<file path="config.mk">
export PLATFORM = sky130hd
export DESIGN_NAME = serial_adder4_flat
export DESIGN_NICKNAME = d
export VERILOG_FILES = /design/src/rtl/serial_adder4_if.sv /design/src/rtl/serial_adder4.sv /design/src/flat_wrapper.sv
export SDC_FILE = /design/constraint.sdc
export NUM_CORES = 1
export LEC_CHECK = 0
export CORE_MARGIN = 2
export CORE_UTILIZATION = 30
export DETAILED_ROUTE_END_ITERATION = 10
export SYNTH_ARGS = -nofsm -noshare
export SYNTH_HDL_FRONTEND = slang
export SYNTH_SLANG_ARGS = --single-unit
</file>
<file path="constraint.sdc">
create_clock -name clk -period 2.5 [get_ports clk]
set_clock_uncertainty 0.2 [all_clocks]
set_input_delay 0.625 -clock clk [delete_from_list [all_inputs] [get_ports clk]]
set_output_delay 0.625 -clock clk [all_outputs]
set_load 0.1 [all_outputs]
</file>
<file path="src/rtl/serial_adder4_if.sv">
`default_nettype none
// +------------------------------------------------------------------+
// | serial_adder4_if                                                 |
// | Operand/result handshake bundle for the bit-serial adder.        |
// | Rev 1.0                                                          |
// +------------------------------------------------------------------+
interface serial_adder4_if #(
  parameter int WIDTH = 4
);
  logic             start;
  logic             sub;
  logic [WIDTH-1:0] A;
  logic [WIDTH-1:0] B;
  logic             busy;
  logic             done;
  logic [WIDTH-1:0] S;
  logic             Cout;
  logic             OV;

  modport master (
    output start, sub, A, B,
    input  busy, done, S, Cout, OV
  );

  modport slave (
    input  start, sub, A, B,
    output busy, done, S, Cout, OV
  );
endinterface
`default_nettype wire

</file>
<file path="src/rtl/serial_adder4.sv">
`default_nettype none
// +------------------------------------------------------------------+
// | serial_adder4                                                    |
// | Bit-serial two's-complement add/subtract, LSB first, one bit/clk.|
// | Rev 1.0                                                          |
// +------------------------------------------------------------------+
module serial_adder4 #(
  parameter int WIDTH = 4
) (
  input  logic             clk,
  input  logic             rst,
  serial_adder4_if.slave   bus
);

  localparam int                 c_CNT_W = (WIDTH > 2) ? $clog2(WIDTH) : 1;
  localparam logic [c_CNT_W-1:0] c_LAST  = c_CNT_W'(WIDTH - 1);

  localparam logic [1:0] c_IDLE  = 2'd0;
  localparam logic [1:0] c_SHIFT = 2'd1;
  localparam logic [1:0] c_DONE  = 2'd2;

  logic [1:0]         r_state;
  logic [1:0]         w_next_state;
  logic [WIDTH-1:0]   r_opA;
  logic [WIDTH-1:0]   r_opB;
  logic [WIDTH-1:0]   r_acc;
  logic               r_carry;
  logic [c_CNT_W-1:0] r_cnt;
  logic [WIDTH-1:0]   r_S;
  logic               r_Cout;
  logic               r_OV;

  logic w_s;
  logic w_c;
  logic w_accept;
  logic w_last;
  logic w_busy;
  logic w_done;

  assign w_s      = r_opA[0] ^ r_opB[0] ^ r_carry;
  assign w_c      = (r_opA[0] & r_opB[0]) | (r_opA[0] & r_carry) | (r_opB[0] & r_carry);
  assign w_accept = bus.start && ((r_state == c_IDLE) || (r_state == c_DONE));
  assign w_last   = (r_cnt == c_LAST);

  always_ff @(posedge clk) begin
    if (rst) begin
      r_state <= c_IDLE;
    end else begin
      r_state <= w_next_state;
    end
  end

  always_comb begin
    w_next_state = r_state;
    case (r_state)
      c_IDLE:  if (bus.start) w_next_state = c_SHIFT;
      c_SHIFT: if (w_last)    w_next_state = c_DONE;
      c_DONE:  w_next_state = bus.start ? c_SHIFT : c_IDLE;
      default: w_next_state = c_IDLE;
    endcase
  end

  always_comb begin
    w_busy = 1'b0;
    w_done = 1'b0;
    case (r_state)
      c_SHIFT: w_busy = 1'b1;
      c_DONE:  w_done = 1'b1;
      default: ;
    endcase
  end

  always_ff @(posedge clk) begin
    if (rst) begin
      r_opA   <= '0;
      r_opB   <= '0;
      r_acc   <= '0;
      r_carry <= 1'b0;
      r_cnt   <= '0;
      r_S     <= '0;
      r_Cout  <= 1'b0;
      r_OV    <= 1'b0;
    end else if (w_accept) begin
      // Carry-in of 1 with inverted B completes the two's-complement negate.
      r_opA   <= bus.A;
      r_opB   <= bus.sub ? ~bus.B : bus.B;
      r_carry <= bus.sub;
      r_cnt   <= '0;
      r_acc   <= '0;
    end else if (r_state == c_SHIFT) begin
      r_opA   <= {1'b0, r_opA[WIDTH-1:1]};
      r_opB   <= {1'b0, r_opB[WIDTH-1:1]};
      r_acc   <= {w_s, r_acc[WIDTH-1:1]};
      r_carry <= w_c;
      r_cnt   <= r_cnt + 1'b1;
      if (w_last) begin
        // r_carry here is the carry into the MSB, so OV = Cin(msb) ^ Cout(msb).
        r_S    <= {w_s, r_acc[WIDTH-1:1]};
        r_Cout <= w_c;
        r_OV   <= r_carry ^ w_c;
      end
    end
  end

  assign bus.busy = w_busy;
  assign bus.done = w_done;
  assign bus.S    = r_S;
  assign bus.Cout = r_Cout;
  assign bus.OV   = r_OV;

endmodule
`default_nettype wire
</file>
<file path="src/flat_wrapper.sv">
// flat-port wrapper written by rule: the top's interface ports become plain ports
module serial_adder4_flat 
#(
  parameter int WIDTH = 4
)
  (clk, rst, bus_start, bus_sub, bus_A, bus_B, bus_busy, bus_done, bus_S, bus_Cout, bus_OV);
  serial_adder4_if #(.WIDTH(WIDTH)) bus_i ();
  input  logic clk;
  input  logic rst;
  input wire logic [$bits(bus_i.start)-1:0] bus_start;
  input wire logic [$bits(bus_i.sub)-1:0] bus_sub;
  input wire logic [$bits(bus_i.A)-1:0] bus_A;
  input wire logic [$bits(bus_i.B)-1:0] bus_B;
  output wire logic [$bits(bus_i.busy)-1:0] bus_busy;
  output wire logic [$bits(bus_i.done)-1:0] bus_done;
  output wire logic [$bits(bus_i.S)-1:0] bus_S;
  output wire logic [$bits(bus_i.Cout)-1:0] bus_Cout;
  output wire logic [$bits(bus_i.OV)-1:0] bus_OV;
  assign bus_i.start = bus_start;
  assign bus_i.sub = bus_sub;
  assign bus_i.A = bus_A;
  assign bus_i.B = bus_B;
  assign bus_busy = bus_i.busy;
  assign bus_done = bus_i.done;
  assign bus_S = bus_i.S;
  assign bus_Cout = bus_i.Cout;
  assign bus_OV = bus_i.OV;
  serial_adder4 #(.WIDTH(WIDTH)) u_core (.clk(clk), .rst(rst), .bus(bus_i));
endmodule
</file>
==> flow_summary.toml <==
[status]
outcome = "finished clean"

[clock_network]
cts-buffers-inserted = 3
clk_pin_slew_ns = 0.12
clk_latency_ns = 0.30
cts_setup_buffers = 0
cts_tree = "done"
cts_root_buffer = "sky130_fd_sc_hd__clkbuf_4"
cts.htree.levels = 1
cts_hold_buffers = 0
clk_path_buf_depth = 2
ctsResizeCount = 0
num_clock_sinks = 22

[cells_and_area]
insertedDiodeCount = 0
final_nets = 138
drive_above_1_share = 0.1967
layout.core_utilization = 0.3903
syn_to_final_growth_pct = 22.07
finalInstanceArea_sq_um = 1211
fillers = 345

[global_route]
grt_overflow_total = 0
first_pass_grt_wire_length_mm = 3.008
busiest_layer = "met2"
grt_start_max_net_pins = 20
grt.met2_usage = 0.1714
use_met3 = 0.05042
initial_antenna_violation_count = 0
track_usage = 0.1088
met1_usage = 0.1389
first_global_vias = 684

[setup_path]
setup_slack_reg_to_reg_ns = 0.88
critPathArrivalTime_ns = 1.24
cells_traversed_along_the_worst_timing_path = "nand2b_1, inv_8, buf_12"
endpoint_of_the_worst_register_to_register_path = "u_core.bus.Cout$_SDFFE_PP0P_"
critPathSlowestCell = "sky130_fd_sc_hd__dfxtp_1"
worstReg2RegStart = "u_core.r_cnt[0]$_SDFFE_PP0N_"
path_max_fanout = 19
worstSetupStartpoint = "u_core.r_state[1]$_SDFFE_PP0P_"
startpoint_to_endpoint_class_of_the_critical_path = "reg2out"
critPathRequiredTime_ns = 1.67
worst_setup_path_start_kind = "register"
reg2regPathDepth = 4
timing.critical_path.slowest_cell_delay_ns = 0.34
critPathCaptureType = "output port"

[timing]
tightestPinTransition_ns = 0.3978
setup_slack_ns = 0.4364
timing.max_slew.rel_slack = 0.7348
finalHoldViolations = 0
rsz0062_at_grt = "no"
final_period_demand_of_the_worst_path_ns = 2.064
share_of_the_clock_period_used_by_the_worst_path = 0.8254
setup_viol = 0
max_clock_freq_ghz = 0.4846
finalSetupTns_ns = 0
report.final.slew_viol_count = 0

[place]
worst_setup_timing_slack_at_the_placement_stage_ns = 0.5112
placed_cell_area_sq_um = 1189
place.port_buffers = 19
place_hpwl_mm = 1.309
globalplace.congestion = 0.7021

[routing]
drt_first_pass_iters = 4
violation_count_after_the_first_detailed_route_iteration = 34
vias = 787
routed_wire_length_per_instance_um = 11.22
antenna_violating_nets_post_route = 0
viasPerCell = 4.741
drt_wl_total_mm = 1.863
drt_drc = 0

[power]
ir_drop_uv = 281.9
p_leak_nw = 0.4301
power_density_nw_per_um2 = 527.1
tot_pwr_mw = 0.6384

[synthesis]
synth.avg_cell_area_sq_um = 9.273
postSynthRegisterBits = 22
synth_cell_type_count = 21
yosys-top-cells-area = "sky130_fd_sc_hd__dfxtp_1 44%, sky130_fd_sc_hd__a21oi_1 7.1%, sky130_fd_sc_hd__nand2_1 6.1%"
yosys_warnings = 0
ys_seq_area_frac = 0.4439
synth_cells = 107
synth.net_count = 121
synth_largest_area_cell = "sky130_fd_sc_hd__dfxtp_1"
yosysTopAreaCellShare = 0.4439
synthesis.area_sq_um = 992.2

[min_path]
hold_path.startpoint = "u_core.bus.OV$_SDFFE_PP0P_"
hold_depth = 2
worstHoldEndpoint = "u_core.bus.OV$_SDFFE_PP0P_"
min_path_type = "reg2reg"

[floorplanning]
die_outline_width_um = 61.51
core-area_sq_um = 3103
std_cell_rows = 20
boundaryPins = 20
fp.dieArea_sq_um = 3783
fp.dieH_um = 61.51
initial_core_utilization = 0.3198

[flow_run]
timing.max_cap.violations = 0
state kept, by name, summed over array words and instances, names as in the netlist:
register / count
u_core.bus.Cout: 1
u_core.bus.OV: 1
u_core.bus.S: 4
u_core.r_acc: 3
u_core.r_carry: 1
u_core.r_cnt: 2
u_core.r_opA: 4
u_core.r_opB: 4
u_core.r_state: 2
cell usage after synthesis (all sizes together):
| cell | n |
|---|---|
| a21oi | 19 |
| a22oi | 7 |
| and2b | 2 |
| buf | 9 |
| dfxtp | 22 |
| fa | 1 |
| ha | 1 |
| inv | 1 |
| nand2 | 16 |
| nand2b | 3 |
| nand3 | 15 |
| nand3b | 1 |
| nor2 | 3 |
| o21a | 1 |
| xnor2 | 1 |
| xor2 | 5 |
kinds of logic after synthesis:
kind of cell | synth area share
flops | 0.4439
fa+ha+maj | 0.03279
simple gates | 0.2144
buf+inv | 0.08071
compound gates | 0.1753
xor+xnor | 0.05296
worst max-delay path: cells and delay by family, from the launching register on:
| kind | cells | cell delay, ns |
|---|---|---|
| buffers and inverters | 2 | 0.37 |
| DFF | 1 | 0.34 |
| and+or+nand+nor | 1 | 0.23 |
cell type report:
class,count,area [sq um],share of cell area
Clock buffer,3,22.52,0.01860
Inverter,1,11.26,0.009298
Tap cell,44,55.05,0.04545
Timing Repair Buffer,21,210.2,0.1736
Multi-Input combinational cell,75,471.7,0.3895
Sequential cell,22,440.4,0.3636
how the worst max path moves through the flow:
stage / to / slack, ns
2_1_floorplan: bus_done / 0.59
3_3_place_gp: u_core.r_cnt[0]$_SDFFE_PP0N_ / 0.54
3_5_place_dp: u_core.r_cnt[1]$_SDFFE_PP0N_ / 0.51
4_1_cts: bus_busy / 0.42
5_1_grt: bus_busy / 0.37
6_report: bus_busy / 0.44
stage by stage:
step,std cells,hold slack [ns]
floorplan,107,0.2390
global placement,163,0.2452
detailed placement,163,0.2539
CTS,166,0.2698
global route,166,0.2786
finish,166,0.2652
power breakdown:
part	switching, mW	internal (mW)
Clock	0.101	0.0562
Sequential	0.00993	0.365
Combinational	0.0604	0.0465
routing by layer:
layer | wire length (um) | up-vias
li1 | - | 398
met4 | 8 | 0
met5 | 0 | -
met2 | 835 | 21
met3 | 110 | 2
met1 | 909 | 366
layout by cell type (no fill, tap or decap):
cell	synthesis	final
sky130_fd_sc_hd__xnor2_1	1	1
sky130_fd_sc_hd__nor2_1	3	3
sky130_fd_sc_hd__a21oi_1	14	14
sky130_fd_sc_hd__nand2b_1	3	3
sky130_fd_sc_hd__nand3_1	10	10
sky130_fd_sc_hd__inv_8	1	1
sky130_fd_sc_hd__buf_4	1	8
sky130_fd_sc_hd__ha_1	1	1
sky130_fd_sc_hd__a21oi_2	5	5
sky130_fd_sc_hd__and2b_1	2	2
sky130_fd_sc_hd__dfxtp_1	22	22
sky130_fd_sc_hd__fa_1	1	1
sky130_fd_sc_hd__o21a_1	1	1
sky130_fd_sc_hd__nand2_1	16	16
sky130_fd_sc_hd__clkdlybuf4s50_1	0	11
sky130_fd_sc_hd__a22oi_1	7	7
sky130_fd_sc_hd__buf_12	1	2
sky130_fd_sc_hd__clkbuf_4	0	3
sky130_fd_sc_hd__nand3b_1	1	1
sky130_fd_sc_hd__xor2_1	5	5
sky130_fd_sc_hd__nand3_2	5	5
Note: power is estimated with default switching activity, not from simulation.
